--- src/rtl/alu_mc_if.sv ---
// rtl/alu_mc_if.sv - operand/result handshake bundle for alu_mc
//   in_valid/in_ready/op/in1/in2 : operation request (master -> slave)
//   out_valid/out_ready/out/carry/zero : result (slave -> master)
interface alu_mc_if #(
    parameter int WIDTH = 16
);
    logic             in_valid;
    logic             in_ready;
    logic [2:0]       op;
    logic [WIDTH-1:0] in1;
    logic [WIDTH-1:0] in2;
    logic             out_valid;
    logic             out_ready;
    logic [WIDTH-1:0] out;
    logic             carry;
    logic             zero;

    modport master (
        output in_valid, op, in1, in2, out_ready,
        input  in_ready, out_valid, out, carry, zero
    );

    modport slave (
        input  in_valid, op, in1, in2, out_ready,
        output in_ready, out_valid, out, carry, zero
    );
endinterface

--- src/rtl/alu_mc.sv ---
// rtl/alu_mc.sv - multi-cycle ALU with shift-add multiply and carry/zero flags
//   clk : clock, rising edge
//   rst : synchronous active-high reset
//   bus : alu_mc_if.slave (request in, result out)
module alu_mc #(
    parameter int WIDTH = 16
) (
    input  logic     clk,
    input  logic     rst,
    alu_mc_if.slave  bus
);
    localparam int SHW = $clog2(WIDTH);
    localparam int CW  = $clog2(WIDTH + 1);

    typedef enum logic [1:0] {
        IDLE,
        MUL,
        DONE
    } state_t;

    state_t           state_q, state_d;
    logic [WIDTH-1:0] out_q, out_d;
    logic             carry_q, carry_d;
    logic [WIDTH-1:0] mcand_q, mcand_d;
    logic [WIDTH-1:0] mplier_q, mplier_d;
    logic [WIDTH-1:0] acc_q, acc_d;
    logic [CW-1:0]    cnt_q, cnt_d;

    logic [WIDTH:0]   sum;
    logic [WIDTH:0]   diff;
    logic [SHW-1:0]   shamt;
    logic [WIDTH-1:0] acc_step;

    // Extra MSB on sum/diff holds carry-out / borrow.
    assign sum      = {1'b0, bus.in1} + {1'b0, bus.in2};
    assign diff     = {1'b0, bus.in1} - {1'b0, bus.in2};
    assign shamt    = bus.in2[SHW-1:0];
    assign acc_step = mplier_q[0] ? (acc_q + mcand_q) : acc_q;

    always_comb begin
        state_d  = state_q;
        out_d    = out_q;
        carry_d  = carry_q;
        mcand_d  = mcand_q;
        mplier_d = mplier_q;
        acc_d    = acc_q;
        cnt_d    = cnt_q;
        case (state_q)
            IDLE: begin
                if (bus.in_valid) begin
                    if (bus.op == 3'b111) begin
                        mcand_d  = bus.in1;
                        mplier_d = bus.in2;
                        acc_d    = '0;
                        cnt_d    = CW'(WIDTH);
                        state_d  = MUL;
                    end else begin
                        carry_d = 1'b0;
                        state_d = DONE;
                        case (bus.op)
                            3'b000: begin
                                out_d   = sum[WIDTH-1:0];
                                carry_d = sum[WIDTH];
                            end
                            3'b001: begin
                                out_d   = diff[WIDTH-1:0];
                                carry_d = diff[WIDTH];
                            end
                            3'b010:  out_d = bus.in1 & bus.in2;
                            3'b011:  out_d = bus.in1 | bus.in2;
                            3'b100:  out_d = bus.in1 ^ bus.in2;
                            3'b101:  out_d = bus.in1 << shamt;
                            3'b110:  out_d = bus.in1 >> shamt;
                            default: out_d = '0;
                        endcase
                    end
                end
            end
            MUL: begin
                acc_d    = acc_step;
                mcand_d  = mcand_q << 1;
                mplier_d = mplier_q >> 1;
                cnt_d    = cnt_q - CW'(1);
                // Last step: publish the accumulator including this step's add.
                if (cnt_q == CW'(1)) begin
                    out_d   = acc_step;
                    carry_d = 1'b0;
                    state_d = DONE;
                end
            end
            DONE: begin
                if (bus.out_ready) begin
                    state_d = IDLE;
                end
            end
            default: state_d = IDLE;
        endcase
    end

    always_ff @(posedge clk) begin
        if (rst) begin
            state_q  <= IDLE;
            out_q    <= '0;
            carry_q  <= 1'b0;
            mcand_q  <= '0;
            mplier_q <= '0;
            acc_q    <= '0;
            cnt_q    <= '0;
        end else begin
            state_q  <= state_d;
            out_q    <= out_d;
            carry_q  <= carry_d;
            mcand_q  <= mcand_d;
            mplier_q <= mplier_d;
            acc_q    <= acc_d;
            cnt_q    <= cnt_d;
        end
    end

    // Handshake outputs come from registered state only.
    assign bus.in_ready  = (state_q == IDLE);
    assign bus.out_valid = (state_q == DONE);
    assign bus.out       = out_q;
    assign bus.carry     = carry_q;
    assign bus.zero      = (out_q == '0);
endmodule

--- src/flat_wrapper.sv ---
// flat-port wrapper written by rule: the top's interface ports become plain ports
module alu_mc_flat 
#(
    parameter int WIDTH = 16
)
  (clk, rst, bus_in_valid, bus_op, bus_in1, bus_in2, bus_out_ready, bus_in_ready, bus_out_valid, bus_out, bus_carry, bus_zero);
  alu_mc_if #(.WIDTH(WIDTH)) bus_i ();
  input  logic clk;
  input  logic rst;
  input wire logic [$bits(bus_i.in_valid)-1:0] bus_in_valid;
  input wire logic [$bits(bus_i.op)-1:0] bus_op;
  input wire logic [$bits(bus_i.in1)-1:0] bus_in1;
  input wire logic [$bits(bus_i.in2)-1:0] bus_in2;
  input wire logic [$bits(bus_i.out_ready)-1:0] bus_out_ready;
  output wire logic [$bits(bus_i.in_ready)-1:0] bus_in_ready;
  output wire logic [$bits(bus_i.out_valid)-1:0] bus_out_valid;
  output wire logic [$bits(bus_i.out)-1:0] bus_out;
  output wire logic [$bits(bus_i.carry)-1:0] bus_carry;
  output wire logic [$bits(bus_i.zero)-1:0] bus_zero;
  assign bus_i.in_valid = bus_in_valid;
  assign bus_i.op = bus_op;
  assign bus_i.in1 = bus_in1;
  assign bus_i.in2 = bus_in2;
  assign bus_i.out_ready = bus_out_ready;
  assign bus_in_ready = bus_i.in_ready;
  assign bus_out_valid = bus_i.out_valid;
  assign bus_out = bus_i.out;
  assign bus_carry = bus_i.carry;
  assign bus_zero = bus_i.zero;
  alu_mc #(.WIDTH(WIDTH)) u_core (.clk(clk), .rst(rst), .bus(bus_i));
endmodule
--- config.mk ---
export PLATFORM = sky130hd
export DESIGN_NAME = alu_mc_flat
export DESIGN_NICKNAME = d
export VERILOG_FILES = /design/src/rtl/alu_mc_if.sv /design/src/rtl/alu_mc.sv /design/src/flat_wrapper.sv
export SDC_FILE = /design/constraint.sdc
export NUM_CORES = 1
export LEC_CHECK = 0
export CAP_MARGIN = 20
export CELL_PAD_IN_SITES_DETAIL_PLACEMENT = 1
export CELL_PAD_IN_SITES_GLOBAL_PLACEMENT = 1
export CORE_MARGIN = 2
export CORE_UTILIZATION = 25
export DETAILED_ROUTE_END_ITERATION = 12
export PLACE_DENSITY_LB_ADDON = 0.05
export SETUP_SLACK_MARGIN = 0.02
export SYNTH_ARGS = -nofsm -noshare
export SYNTH_HDL_FRONTEND = slang
export SYNTH_SLANG_ARGS = --single-unit
--- constraint.sdc ---
create_clock -name clk -period 7.9 [get_ports clk]
set_input_delay 1.58 -clock clk [delete_from_list [all_inputs] [get_ports clk]]
set_output_delay 1.58 -clock clk [all_outputs]
set_load 0.1 [all_outputs]
Word level (Yosys, flattened, before mapping). Cells that the tools add are included.

Bits in writable memories: 0. Flip-flop bits (word level): 72. Input bits: 39. Logic and storage cells: 66. Output and inout bits: 20. ROM bits: 0. Latch bits: 0. Memories kept: 0.

$add $sub $neg: 4. Shift-type cells: 2. Bitwise operators: 3. Eq/ne operators: 15. Divide/modulo/power cells: 0. Reduce and logical (&&, ||, !) cells: 7. Multiplexer cells: 28. Magnitude comparators: 0. Multipliers: 0.

Operators by type and width (number): $mux W16 (10); $pmux W16 S2 (4); $pmux W16 S7 (1); $add A16 B16 Y17 (1); $sub A16 B16 Y17 (1); $add A16 B16 Y16 (1); $and A16 B16 Y16 (1); $logic_not A16 Y1 (1); $or A16 B16 Y16 (1); $shl A16 B4 Y16 (1); $shr A16 B4 Y16 (1); $xor A16 B16 Y16 (1); $eq A3 B3 Y1 const B (4); $mux W5 (2); $pmux W5 S2 (1); $mux W2 (4); $eq A3 B2 Y1 const B (2); $ne A2 B2 Y1 const B (3); $pmux W2 S3 (1); $reduce_and A3 Y1 (2); $eq A5 B1 Y1 const B (1); $sub A5 B1 Y5 const B (1); $ne A2 B1 Y1 const B (2); $pmux W1 S2 (2); other kinds (8) (10).

Depth between registers and ports, before layout. Gate-level depths: netlist of the first run.

Word-level depth: 5. Depth in mapped cells: 13.

Least setup slack after synthesis of the first run. Ideal clock, no wire load.

Path type: input port to flip-flop. Start point: input port bus_in2[2]. End point: register u_core.out_q[15], in the netlist u_core.bus.out[15]. Setup time: 125 ps. Data required time: 7775 ps. Cell stages on the path: 12. Setup slack: 3515 ps. Path buffers: 2. Arrival time: 4260 ps. Cells stage by stage: clkbuf_1 inv_2 buf_1 ha_1 nor3_1 a211oi_2 a2111oi_4 o211ai_2 a21oi_2 nor3_1 o211a_1 o41a_1.

Word-level cells in the longest chain between the ends: 5. Elaborated cells on any way between the ends: 8.

RTL lines: from (decl) (RTL line flat_wrapper.sv:13) `input wire logic [$bits(bus_i.in2)-1:0] bus_in2;`; $sub A16 B16 Y17, or another cell as far along (RTL line alu_mc.sv:36) `assign diff = {1'b0, bus.in1} - {1'b0, bus.in2};`; $pmux W16 S7 * (RTL line alu_mc.sv:60) `case (bus.op)`; $mux W16 * (RTL line alu_mc.sv:51) `if (bus.op == 3'b111) begin`; $mux W16 * (RTL line alu_mc.sv:50) `if (bus.in_valid) begin`; $pmux W16 S2 * (RTL line alu_mc.sv:48) `case (state_q)`; to (signal assigned) (RTL line alu_mc.sv:111) `out_q <= out_d;`; to (decl) (RTL line alu_mc.sv:22) `logic [WIDTH-1:0] out_q, out_d;`.

Every way passes the cells marked *; elsewhere a longest branch is shown, timed or not. The select of a mux whose other input is x is not followed. A chain may end at the register's enable or synchronous reset.

Worst setup path in the final report of the first run.
Start point: input port bus_in2[2]. End point: register u_core.out_q[13], in the netlist u_core.bus.out[13].

The elaborated chain is that of the path after synthesis.

==> results by stage, run 1 <==
Synthesis:
- After synthesis the cells add up to 7630 um^2.
- The total number of yosys warnings is 0.
- The most used flip-flop cell after synthesis is sky130_fd_sc_hd__dfxtp_1.
- The number of flops mapped to enable cells by yosys is 0.
- Counting flops with an async set or reset pin after synthesis yields a share of 0.
- A synthesized cell averages 7.51 um^2.
- The synthesis-stage register bit count is 72.
- The synthesized netlist cell count is 1,016.
- By area the synthesized netlist is led by sky130_fd_sc_hd__dfxtp_1, sky130_fd_sc_hd__ha_1, sky130_fd_sc_hd__nor2_1, sky130_fd_sc_hd__mux4_2, sky130_fd_sc_hd__nand2_1.
- Of the synthesized area, sequential elements account for 0.189.
- The share of the synthesized area in the top cell type is 0.189.
- Counting distinct cell types in the post-synthesis netlist gives 77.
- The synthesized netlist net count is 1,127.
- The largest total area in the synthesized netlist belongs to sky130_fd_sc_hd__dfxtp_1.

Clock network:
- At the later pin of the worst-skew pair, clock insertion delay measures 350 ps.
- After clock tree synthesis, the clock-pin slew on the worst setup and hold paths is 60 ps.
- Post-CTS repair changed the size of 0 cells.
- The total number of clock tree sinks is 72.
- The number of buffers on the longest clock path is 2.
- The number of hold buffers added after CTS was 0.
- The root buffer cell is sky130_fd_sc_hd__clkbuf_16.
- The setup fix buffers added after clock tree synthesis is 0.
- Clock tree synthesis inserted a total of 9 buffers.
- The level count of the clock H-tree is 3.
- TritonCTS built the clock tree.

STA:
- At the pin with the least slew margin, the transition time is 1130 ps.
- Setup total negative slack on the finished layout was measured at 0 ps.
- After layout, the minimum clock period comes to 5180 ps.
- The final setup violation count is 0.
- The achievable frequency is 193 MHz.
- The headroom to the max-slew limit is 0.229.
- The final-report max-slew violation count came to 0.
- The worst clock skew is 6.13 ps.
- Setup repair after global routing left no endpoint under its margin.
- The post-route fraction of the period consumed by the critical path is 0.655.
- The final-report hold violation count came to 0.

Finish:
- In the final layout, the share of cells above drive strength 1 is 0.0754.
- The filler-free cell count of the finished design is 1,424.
- The final antenna diode count is 0.
- The library cells used most frequently in the layout, excluding fill and tap cells, are sky130_fd_sc_hd__nor2_1, sky130_fd_sc_hd__nand2_1, sky130_fd_sc_hd__dfxtp_1, sky130_fd_sc_hd__ha_1, sky130_fd_sc_hd__a21oi_1.
- The library cell used most frequently in the layout, excluding fill and tap cells, is sky130_fd_sc_hd__nor2_1.
- The net count of the finished layout is 1,140.
- The number of filler instances in the final layout is 3,555.
- The area growth from synthesis to layout is 16.0%.

GRT:
- The initial antenna violation count is 0.
- The number of global-route vias before repair is 7,929.
- The layer flagged by global routing as most heavily used is met2.
- For this run, global-route usage on met1 was measured as 0.296.
- For this run, global-route usage on met2 was measured as 0.351.
- The global-route wire length before repair is 50.9 mm.
- The met3 track utilization from global routing is 0.0248.
- Global routing finished with a remaining overflow of 0.
- The largest net degree at the start of global routing is 73.
- The overall track demand over capacity in global routing is 0.215.

Drt:
- The total number of vias is 7,745.
- The post-detailed-route via-to-cell ratio is 5.44.
- The first-pass iteration count of the detailed router is 5.
- In the routed design, unresolved DRC markers number 0.
- In this run the remaining antenna-violating nets after routing total 0.
- The total detailed-routing wirelength is 33.5 mm.
- For this block, the initial DRC count from the detailed router was 486.
- The mean routed wirelength per cell is 23.6 um.

Power:
- The post-route total power is 1390 uW.
- The worst supply voltage drop on vdd is 0.0894 mV.
- The static leakage is 0.00341 uW.
- The total power divided by cell area is 157 nW/um^2.

Worst hold path:
- The tightest min-delay check is of the reg2reg type.
- The worst hold path stage count is 2.

Floorplan:
- The top-level port count is 59.
- The floorplan die width is 179 um.
- The die outline height is 179 um.
- The placeable core region is 29,900 um^2.
- The floorplan has 63 rows.
- The initial core utilization is 0.255.
- The die covers 31,900 um^2.

Critical path:
- For the worst setup path, the data arrival time is 5420 ps.
- The slowest stage of the critical path is the sky130_fd_sc_hd__a2111oi_0 cell.
- For the worst setup path, the data required time is 8140 ps.
- The critical path goes through clkdlybuf4s50_1 -> buf_4 -> inv_2 -> ha_1 -> o21ai_0 -> o21a_1 -> a2111oi_0 -> o21ai_0 -> xnor2_1 -> a22oi_1 -> a21oi_1 -> o21a_1.
- For the worst flop-to-flop path, the logic depth is 10.
- The startpoint kind of the worst setup timing path is a primary input.
- The worst setup path is of the in2reg kind.
- The kind of end point of the critical path is a flop.
- The maximum single-stage delay on the critical path is 960 ps.
- The maximum fanout along the worst path is 34.

Place:
- The sum of net half-perimeters after detailed placement is 25.7 mm.
- Routability-driven placement finished with a final weighted congestion of 0.864.
- Counting tap cells, the placed design contains a total of 1,408 instances.
- The number of input and output port buffers inserted is 58.

Run status:
- The run finished with clean final reports.

Run:
- The max capacitance violation total is 0.
area by class of cell:
type                       count  area [um^2]  area share
multi-input combinational    812         5670       0.641
sequential                    72         1440       0.163
timing repair buffer          74          686      0.0775
tap                          390          488      0.0551
clock buffer                  12          267      0.0301
inverter                      60          225      0.0254
clock inverter                 4         75.1     0.00848
layer usage:
layer	routed length [um]	vias up
li1	-	3757
met1	16500	3834
met2	15400	123
met3	871	31
met4	845	0
met5	0	-
logic make-up after synthesis:
kind of cell | after synthesis | synth area share
XOR/XNOR | 14 | 0.0161
AO/OA/AOI/OAI | 305 | 0.281
buffers and inverters | 132 | 0.0707
adder cells (fa/ha/maj) | 72 | 0.121
flip-flops | 72 | 0.189
AND/OR/NAND/NOR | 366 | 0.218
multiplexers | 55 | 0.105
final timing paths:
check / from / to / slack (ps)
worst max-delay path: bus_in2[2] / u_core.bus.out[13]$_SDFFE_PP0P_ / 2720
worst min-delay path: u_core.mplier_q[2]$_SDFFE_PP0P_ / u_core.mplier_q[1]$_SDFFE_PP0P_ / 480
worst max register to register: u_core.mcand_q[0]$_SDFFE_PP0P_ / u_core.bus.out[14]$_SDFFE_PP0P_ / 4630
worst min register to register: u_core.mplier_q[2]$_SDFFE_PP0P_ / u_core.mplier_q[1]$_SDFFE_PP0P_ / 480
cells in the mapped netlist, types with 11 or more instances:
library cell / count
sky130_fd_sc_hd__nand3_1: 17
sky130_fd_sc_hd__o21ai_0: 38
sky130_fd_sc_hd__a31oi_1: 13
sky130_fd_sc_hd__buf_2: 11
sky130_fd_sc_hd__dfxtp_1: 72
sky130_fd_sc_hd__and3_1: 14
sky130_fd_sc_hd__nor2b_1: 11
sky130_fd_sc_hd__a211oi_1: 20
sky130_fd_sc_hd__a21oi_1: 64
sky130_fd_sc_hd__a22oi_1: 19
sky130_fd_sc_hd__clkbuf_1: 50
sky130_fd_sc_hd__mux2i_1: 27
sky130_fd_sc_hd__ha_1: 69
sky130_fd_sc_hd__nor3_1: 21
sky130_fd_sc_hd__inv_1: 57
sky130_fd_sc_hd__mux4_2: 19
sky130_fd_sc_hd__o22ai_1: 13
sky130_fd_sc_hd__a311oi_1: 36
sky130_fd_sc_hd__nand2_1: 108
sky130_fd_sc_hd__nor2_1: 135
stage by stage:
step | util | area [um^2] | setup WS, ps | hold slack (ps)
6_report | 0.296 | 8850 | 2720 | 475
3_3_place_gp | 0.285 | 8510 | 2500 | 467
5_1_grt | 0.296 | 8850 | 2600 | 504
3_5_place_dp | 0.285 | 8510 | 2510 | 472
2_1_floorplan | - | 7630 | 3510 | 449
4_1_cts | 0.296 | 8850 | 2860 | 481
sequential cells by signal, indices dropped and copies added, names as in the netlist:
| signal | cells |
|---|---|
| u_core.bus.out | 16 |
| u_core.cnt_q | 5 |
| u_core.state_q | 2 |
| u_core.bus.carry | 1 |
| u_core.mcand_q | 16 |
| u_core.acc_q | 16 |
| u_core.mplier_q | 16 |
critical path, delay by kind of cell:
family / cells / cell delay, ps
AO/OA/AOI/OAI: 7 / 2100
adder cells (fa/ha/maj): 1 / 490
buffers and inverters: 3 / 1060
XOR/XNOR: 1 / 180
where the power goes:
| part | switching (uW) | internal (uW) | total [uW] |
|---|---|---|---|
| sequential | 20.3 | 384 | 404 |
| combinational | 338 | 165 | 503 |
| clock | 177 | 303 | 479 |
No activity file was read; power rests on OpenSTA's default activity.
==> run 2: changes to the inputs <==
- clock period: 7.9 -> 5.15 ns (I/O delays scaled with it)
==> run 2 against run 1 <==
  * Combinational power is 55% higher
  * Non-clock buffer count is 18 higher
  * Clock-buffer cell count is 1 lower
  * Clock skew is 5.5 ps higher
  * Largest power group unchanged
==> results by stage, run 2 (synthesized netlist as in run 1, its figures left out) <==
Finish:
- The area added between synthesis and finish is 17.5%.
- In the layout the commonest cells are sky130_fd_sc_hd__nor2_1, sky130_fd_sc_hd__nand2_1, sky130_fd_sc_hd__dfxtp_1, sky130_fd_sc_hd__ha_1, sky130_fd_sc_hd__a21oi_1.
- The most common cell after layout, fill and taps aside is sky130_fd_sc_hd__nor2_1.
- The layout net count is 1,158 (+1.6%).
- The final antenna diode count is 0 (unchanged).
- The share of final-layout standard cells stronger than drive strength 1 came to 0.0913 (+0.0158).
- The filler-free cell count of the finished design is 1,442 (+1.3%).

Floorplan:
- The die outline height was 179 um (unchanged).
- The top-level port count is 59 (unchanged).
- The placeable core region came to 29,900 um^2 (unchanged).
- The initial core utilization is 0.255 (unchanged).
- The count of standard-cell rows is 63 (unchanged).
- The area enclosed by the die boundary was 31,900 um^2 (unchanged).
- The floorplan die width came to 179 um (unchanged).

STA:
- The setup slack after layout came to 973 ps (-1750 ps).
- The post-route fraction of the period consumed by the critical path is 0.811.
- The final-report max-slew violation count is 0 (unchanged).
- The aggregate negative setup slack was 0 ps (unchanged).
- The worst clock skew is 11.6 ps (+5.52 ps).
- Setup repair after global routing left no endpoint under its margin.
- The final-report hold violation count was 0 (unchanged).
- Static timing analysis puts the maximum clock frequency at 239 MHz.
- The final setup violation count came to 0 (unchanged).
- The clock period could shrink to 4180 ps.
- The transition time of the tightest slew-check pin was 974 ps (-153 ps).
- The worst hold slack was 480 ps (+5.27 ps).
- The headroom to the max-slew limit was 0.348 (+0.119).

GRT:
- The global-route wire length before repair is 51.4 mm (+1.1%).
- The met2 global-route usage is 0.354 (+0.00306).
- The initial antenna violation count is 0 (unchanged).
- The fraction of met1 tracks used by global routing is 0.309 (+0.0138).
- The layer with the highest usage is met2.
- The met3 track utilization from global routing was 0.0229 (-0.00191).
- The largest net degree at the start of global routing is 55 (-25%).
- The final global-route overflow total is 0 (unchanged).
- The overall track demand over capacity in global routing is 0.218 (+0.00361).
- The number of global-route vias before repair is 7,880 (-0.62%).

Place:
- The routability-driven placement congestion ratio is 0.883 (+2.1%).
- The number of input and output port buffers inserted was 58 (unchanged).
- The cell count after placement came to 1,426 (+1.3%).
- The worst slack at placement was 723 ps (-1780 ps).
- The sum of net half-perimeters after detailed placement is 26.7 mm (+3.9%).

Critical path:
- The count of buffering cells on the critical path with inverters included came to 2 (-1).
- The data required time at the worst endpoint came to 5340 ps (-2800 ps).
- The critical path class is in2reg.
- The worst setup path is captured at a flop.
- The maximum fanout along the worst path is 12 (-65%).
- The maximum single-stage delay on the critical path is 690 ps (-270 ps).
- Among all stages on the critical path, the largest delay is contributed by sky130_fd_sc_hd__clkdlybuf4s50_1.
- The startpoint kind of the worst setup timing path is a primary input.
- The critical path goes through clkdlybuf4s50_1 -> inv_1 -> ha_1 -> nor3_1 -> a211oi_2 -> o2bb2ai_1 -> o21ai_0 -> a21oi_1 -> or4b_1 -> a32oi_1 -> a211oi_1.
- The arrival time at the worst endpoint came to 4370 ps (-1050 ps).
- The cell type group with the largest total delay on the critical path is compound AO/OA/AOI/OAI gates.

Clock network:
- The register clock-pin slew on the reported worst setup and hold paths was 60 ps (about the same).
- The insertion delay to the later sink of the worst-skew pair was 360 ps (about the same).
- The total number of clock tree sinks is 72 (unchanged).
- The root buffer cell is sky130_fd_sc_hd__clkbuf_16.
- The CTS tree is yes.
- The total clock buffers created by CTS was 9 (unchanged).
- The post-cts resize count is 0 (unchanged).
- The level count of the clock H-tree came to 3 (unchanged).
- The setup fix buffers added after clock tree synthesis is 0 (unchanged).
- The number of buffers on the longest clock path is 2 (unchanged).
- The number of hold buffers added after CTS was 0 (unchanged).

Run status:
- The flow ran to the end, and the final reports show no timing, DRC or antenna violations.

Drt:
- The total number of vias is 7,883 (+1.8%).
- The total DRC errors in the routed layout is 0 (unchanged).
- The post-detailed-route via-to-cell ratio was 5.47 (+0.51%).
- The number of design-rule violations left by the first detailed-router iteration is 446 (-8.2%).
- The remaining antenna violation count after routing is 0 (unchanged).
- The mean routed wirelength per cell is 23.6 um (+0.11%).
- The total detailed-routing wirelength is 34.0 mm (+1.4%).
- The first-pass iteration count of the detailed router came to 5 (unchanged).

Power:
- The static leakage is 0.00348 uW (+2.2%).
- The total power divided by cell area is 232 nW/um^2 (+48%).
- The worst supply voltage drop on vdd is 0.155 mV (+74%).
- The post-route total power is 2080 uW (+50%).

Run:
- The max capacitance violation total is 0 (unchanged).

Worst hold path:
- The class of the tightest hold or removal check is reg2reg.
run 2: cell types whose count changed in the layout (fill, tap and decap cells not counted), sizes merged:
| cell | change |
|---|---|
| buf | +18 |
| clkinv | +2 |
| bufinv | -1 |
| clkbuf | -1 |
run 2: area by class of cell:
cell class / count / area [um^2]
clock buffer: 11 / 253
clock inverter: 5 / 55.1
fill: 3603 / 20900
inverter: 60 / 225
multi-input combinational: 812 / 5670
sequential: 72 / 1440
tap: 390 / 488
timing repair buffer: 92 / 833
run 2: where the power goes:
part           switching (uW)  internal, uW  total [uW]  leakage [uW]
logic                     519           263         782       0.00275
registers                31.3           588         620      0.000587
clock network             282           401         683      0.000148
total                     832          1250        2080       0.00348
run 2: metrics by stage:
step	area, um^2	util
2_1_floorplan	7630	-
3_3_place_gp	8660	0.290
3_5_place_dp	8660	0.290
4_1_cts	8970	0.300
5_1_grt	8970	0.300
6_report	8970	0.300
run 2: final timing paths:
kind                                                       from  slack [ps]  cells past startpoint                              end
worst max-delay path                                 bus_in1[4]         970                     11   u_core.bus.out[9]$_SDFFE_PP0P_
worst min-delay path            u_core.mplier_q[6]$_SDFFE_PP0P_         480                      2  u_core.mplier_q[5]$_SDFFE_PP0P_
worst max register to register   u_core.mcand_q[0]$_SDFFE_PP0P_        1840                     10  u_core.bus.out[14]$_SDFFE_PP0P_
worst min register to register  u_core.mplier_q[6]$_SDFFE_PP0P_         480                      2  u_core.mplier_q[5]$_SDFFE_PP0P_
run 2: per-layer routing:
layer	vias up	share of wire
met5	-	0
met1	3920	0.49
met3	22	0.030
li1	3805	-
met2	136	0.46
met4	0	0.017
run 2: worst min-delay path, stage by stage, from the launching register on:
cell                       delay, ps
sky130_fd_sc_hd__dfxtp_1         310
sky130_fd_sc_hd__nand2_1          50
sky130_fd_sc_hd__a311oi_1         70
==> run 3: changes to the inputs <==
- clock period: 5.15 -> 4.3 ns (I/O delays scaled with it)
==> run 3 against run 2 <==
  * Clock-buffer cell count grew 1
  * Power increased by 17%
  * First-iteration DRC count rose by 18%
  * Global-route usage increased by 0.31 points
  * Largest power group unchanged
==> results by stage, run 3 (synthesized netlist as in run 1, its figures left out) <==
Finish:
- The number of filler instances in the final layout came to 3,627 (+0.67%).
- The share of final-layout standard cells stronger than drive strength 1 was 0.117 (+0.0258).
- The final antenna diode count is 0 (unchanged).
- The area added between synthesis and finish is 20.6%.
- The share of the core filled with cells in the final layout was 0.308 (+0.00775).
- The most common cell after layout, fill and taps aside is sky130_fd_sc_hd__nor2_1.
- The filler-free cell count of the finished design is 1,475 (+2.3%).
- The layout net count is 1,191 (+2.8%).
- The library cells used most frequently in the layout, excluding fill and tap cells, are sky130_fd_sc_hd__nor2_1, sky130_fd_sc_hd__nand2_1, sky130_fd_sc_hd__dfxtp_1, sky130_fd_sc_hd__ha_1.

STA:
- The final-report max-slew violation count is 0 (unchanged).
- The final-report hold violation count came to 0 (unchanged).
- The transition time of the tightest slew-check pin is 975 ps (+0.586 ps).
- The worst clock skew is 7.84 ps (-3.80 ps).
- The headroom to the max-slew limit is 0.348 (-0.000392).
- The aggregate negative setup slack is 0 ps (unchanged).
- The setup slack after layout was 438 ps (-535 ps).
- The final setup violation count is 0 (unchanged).
- The post-route fraction of the period consumed by the critical path is 0.898.
- For this run, the top clock speed supported by timing is 259 MHz.
- The smallest clock period supported by the final layout is computed as 3860 ps.
- Setup repair after global routing left no endpoint under its margin.

Critical path:
- The critical path is of the in2reg type.
- The signal on the critical path passes through clkdlybuf4s50_1 -> inv_1 -> ha_1 -> or4_4 -> a2111oi_4 -> o211ai_2 -> a21oi_2 -> nor3_1 -> o211a_1 -> o41a_1.
- The cell with the biggest individual delay on the critical path is sky130_fd_sc_hd__clkdlybuf4s50_1.
- The kind of end point of the critical path is a flop.
- The arrival time at the worst endpoint is 4090 ps (-280 ps).
- The maximum fanout along the worst path is 11 (-1).
- The data required time at the worst endpoint is 4530 ps (-810 ps).
- Grouping stages by cell kind, the critical path spends the most delay in compound AO/OA/AOI/OAI gates.
- STA classifies the critical path startpoint as a primary input.
- The count of buffering cells on the critical path with inverters included is 2 (unchanged).
- The maximum single-stage delay on the critical path was 600 ps (-90 ps).

Drt:
- The number of design-rule violations left by the first detailed-router iteration was 528 (+18%).
- The remaining antenna violation count after routing is 0 (unchanged).
- The mean routed wirelength per cell is 23.6 um (about the same).
- The total number of vias is 8,037 (+2.0%).
- The first-pass iteration count of the detailed router is 5 (unchanged).
- The total DRC errors in the routed layout is 0 (unchanged).
- The post-detailed-route via-to-cell ratio came to 5.45 (-0.33%).
- The total detailed-routing wirelength was 34.8 mm (+2.4%).

GRT:
- The final global-route overflow total is 0 (unchanged).
- The number of global-route vias before repair came to 8,046 (+2.1%).
- The largest net degree at the start of global routing was 49 (-11%).
- The overall track demand over capacity in global routing is 0.221 (+0.00314).
- The initial antenna violation count is 0 (unchanged).
- The global-route wire length before repair is 52.2 mm (+1.4%).

Floorplan:
- The top-level port count is 59 (unchanged).
- The placeable core region is 29,900 um^2 (unchanged).
- The die outline height is 179 um (unchanged).
- The floorplan die width came to 179 um (unchanged).
- The count of standard-cell rows is 63 (unchanged).
- The initial core utilization came to 0.255 (unchanged).
- The area enclosed by the die boundary is 31,900 um^2 (unchanged).

Run:
- The max capacitance violation total is 0 (unchanged).

Clock network:
- The register clock-pin slew on the reported worst setup and hold paths is 60 ps (about the same).
- The setup fix buffers added after clock tree synthesis is 0 (unchanged).
- The number of buffers on the longest clock path came to 2 (unchanged).
- The level count of the clock H-tree is 3 (unchanged).
- The total clock buffers created by CTS is 9 (unchanged).
- The root buffer cell is sky130_fd_sc_hd__clkbuf_16.
- The number of hold buffers added after CTS is 0 (unchanged).
- The post-cts resize count is 0 (unchanged).
- TritonCTS built the clock tree.
- The total number of clock tree sinks is 72 (unchanged).
- The insertion delay to the later sink of the worst-skew pair is 350 ps (about the same).

Place:
- The cell count after placement is 1,459 (+2.3%).
- The worst slack at placement came to 127 ps (-595 ps).
- The routability-driven placement congestion ratio came to 0.885 (+0.24%).
- The sum of net half-perimeters after detailed placement is 27.6 mm (+3.2%).
- The number of input and output port buffers inserted is 58 (unchanged).

Power:
- The total power divided by cell area came to 265 nW/um^2 (+14%).
- The static leakage is 0.00364 uW (+4.5%).
- The worst supply voltage drop on vdd is 0.127 mV (-18%).

Worst hold path:
- The class of the tightest hold or removal check is reg2reg.

Run status:
- The run finished with clean final reports.
## run 3: cell types whose count changed in the layout (fill, tap and decap cells not counted)
cell / delta
sky130_fd_sc_hd__buf_4: +31
sky130_fd_sc_hd__buf_12: +2
sky130_fd_sc_hd__clkinvlp_4: -2
sky130_fd_sc_hd__clkbuf_8: -1
sky130_fd_sc_hd__clkbuf_1: +2
sky130_fd_sc_hd__bufinv_16: -1
sky130_fd_sc_hd__clkinv_2: +2
## run 3: final timing paths
| check | start | cells after the start | to | slack, ps |
|---|---|---|---|---|
| worst max-delay path | bus_in2[7] | 10 | u_core.bus.out[15]$_SDFFE_PP0P_ | 440 |
| worst max register to register | u_core.mcand_q[0]$_SDFFE_PP0P_ | 10 | u_core.bus.out[14]$_SDFFE_PP0P_ | 1000 |
| worst min register to register | u_core.mplier_q[5]$_SDFFE_PP0P_ | 2 | u_core.mplier_q[4]$_SDFFE_PP0P_ | 480 |
| worst min-delay path | u_core.mplier_q[5]$_SDFFE_PP0P_ | 2 | u_core.mplier_q[4]$_SDFFE_PP0P_ | 480 |
## run 3: power by group
part	leakage, uW	total, uW	internal (uW)	switching, uW
registers	0.000587	743	705	38.1
logic	0.00292	990	347	643
clock network	0.000136	706	403	303
total	0.00364	2440	1460	984
## run 3: final cells by class
cell class / count / area (um^2) / area share
clock inverter: 4 / 20.0 / 0.00218
clock buffer: 12 / 246 / 0.0268
tap: 390 / 488 / 0.0531
sequential: 72 / 1440 / 0.157
timing repair buffer: 125 / 1110 / 0.120
multi-input combinational: 812 / 5670 / 0.617
inverter: 60 / 225 / 0.0245
## run 3: stage by stage
step	area [um^2]	total power (uW)	hold slack [ps]
2_1_floorplan	7630	1360	449
3_3_place_gp	8920	1740	468
3_5_place_dp	8930	1740	473
4_1_cts	9200	2460	484
5_1_grt	9200	2580	502
6_report	9200	2440	480
## run 3: per-layer routing
metal / vias to the layer above / share of wire / GRT usage
li1: 3869 / - / -
met1: 3977 / 0.48 / 0.304
met2: 163 / 0.47 / 0.371
met3: 28 / 0.028 / 0.0208
met4: 0 / 0.017 / 0.0566
met5: - / 0 / 0
## run 3: worst register-to-register path: stages (launching register included)
cell and delay (ps):
sky130_fd_sc_hd__dfxtp_1 340, sky130_fd_sc_hd__ha_1 230, sky130_fd_sc_hd__fa_1 450, sky130_fd_sc_hd__a211o_1 360, sky130_fd_sc_hd__a211oi_1 230, sky130_fd_sc_hd__nor2_1 120, sky130_fd_sc_hd__o311ai_1 600, sky130_fd_sc_hd__a2111oi_0 280
sky130_fd_sc_hd__mux2i_1 180, sky130_fd_sc_hd__nor2_1 240, sky130_fd_sc_hd__a311oi_1 120
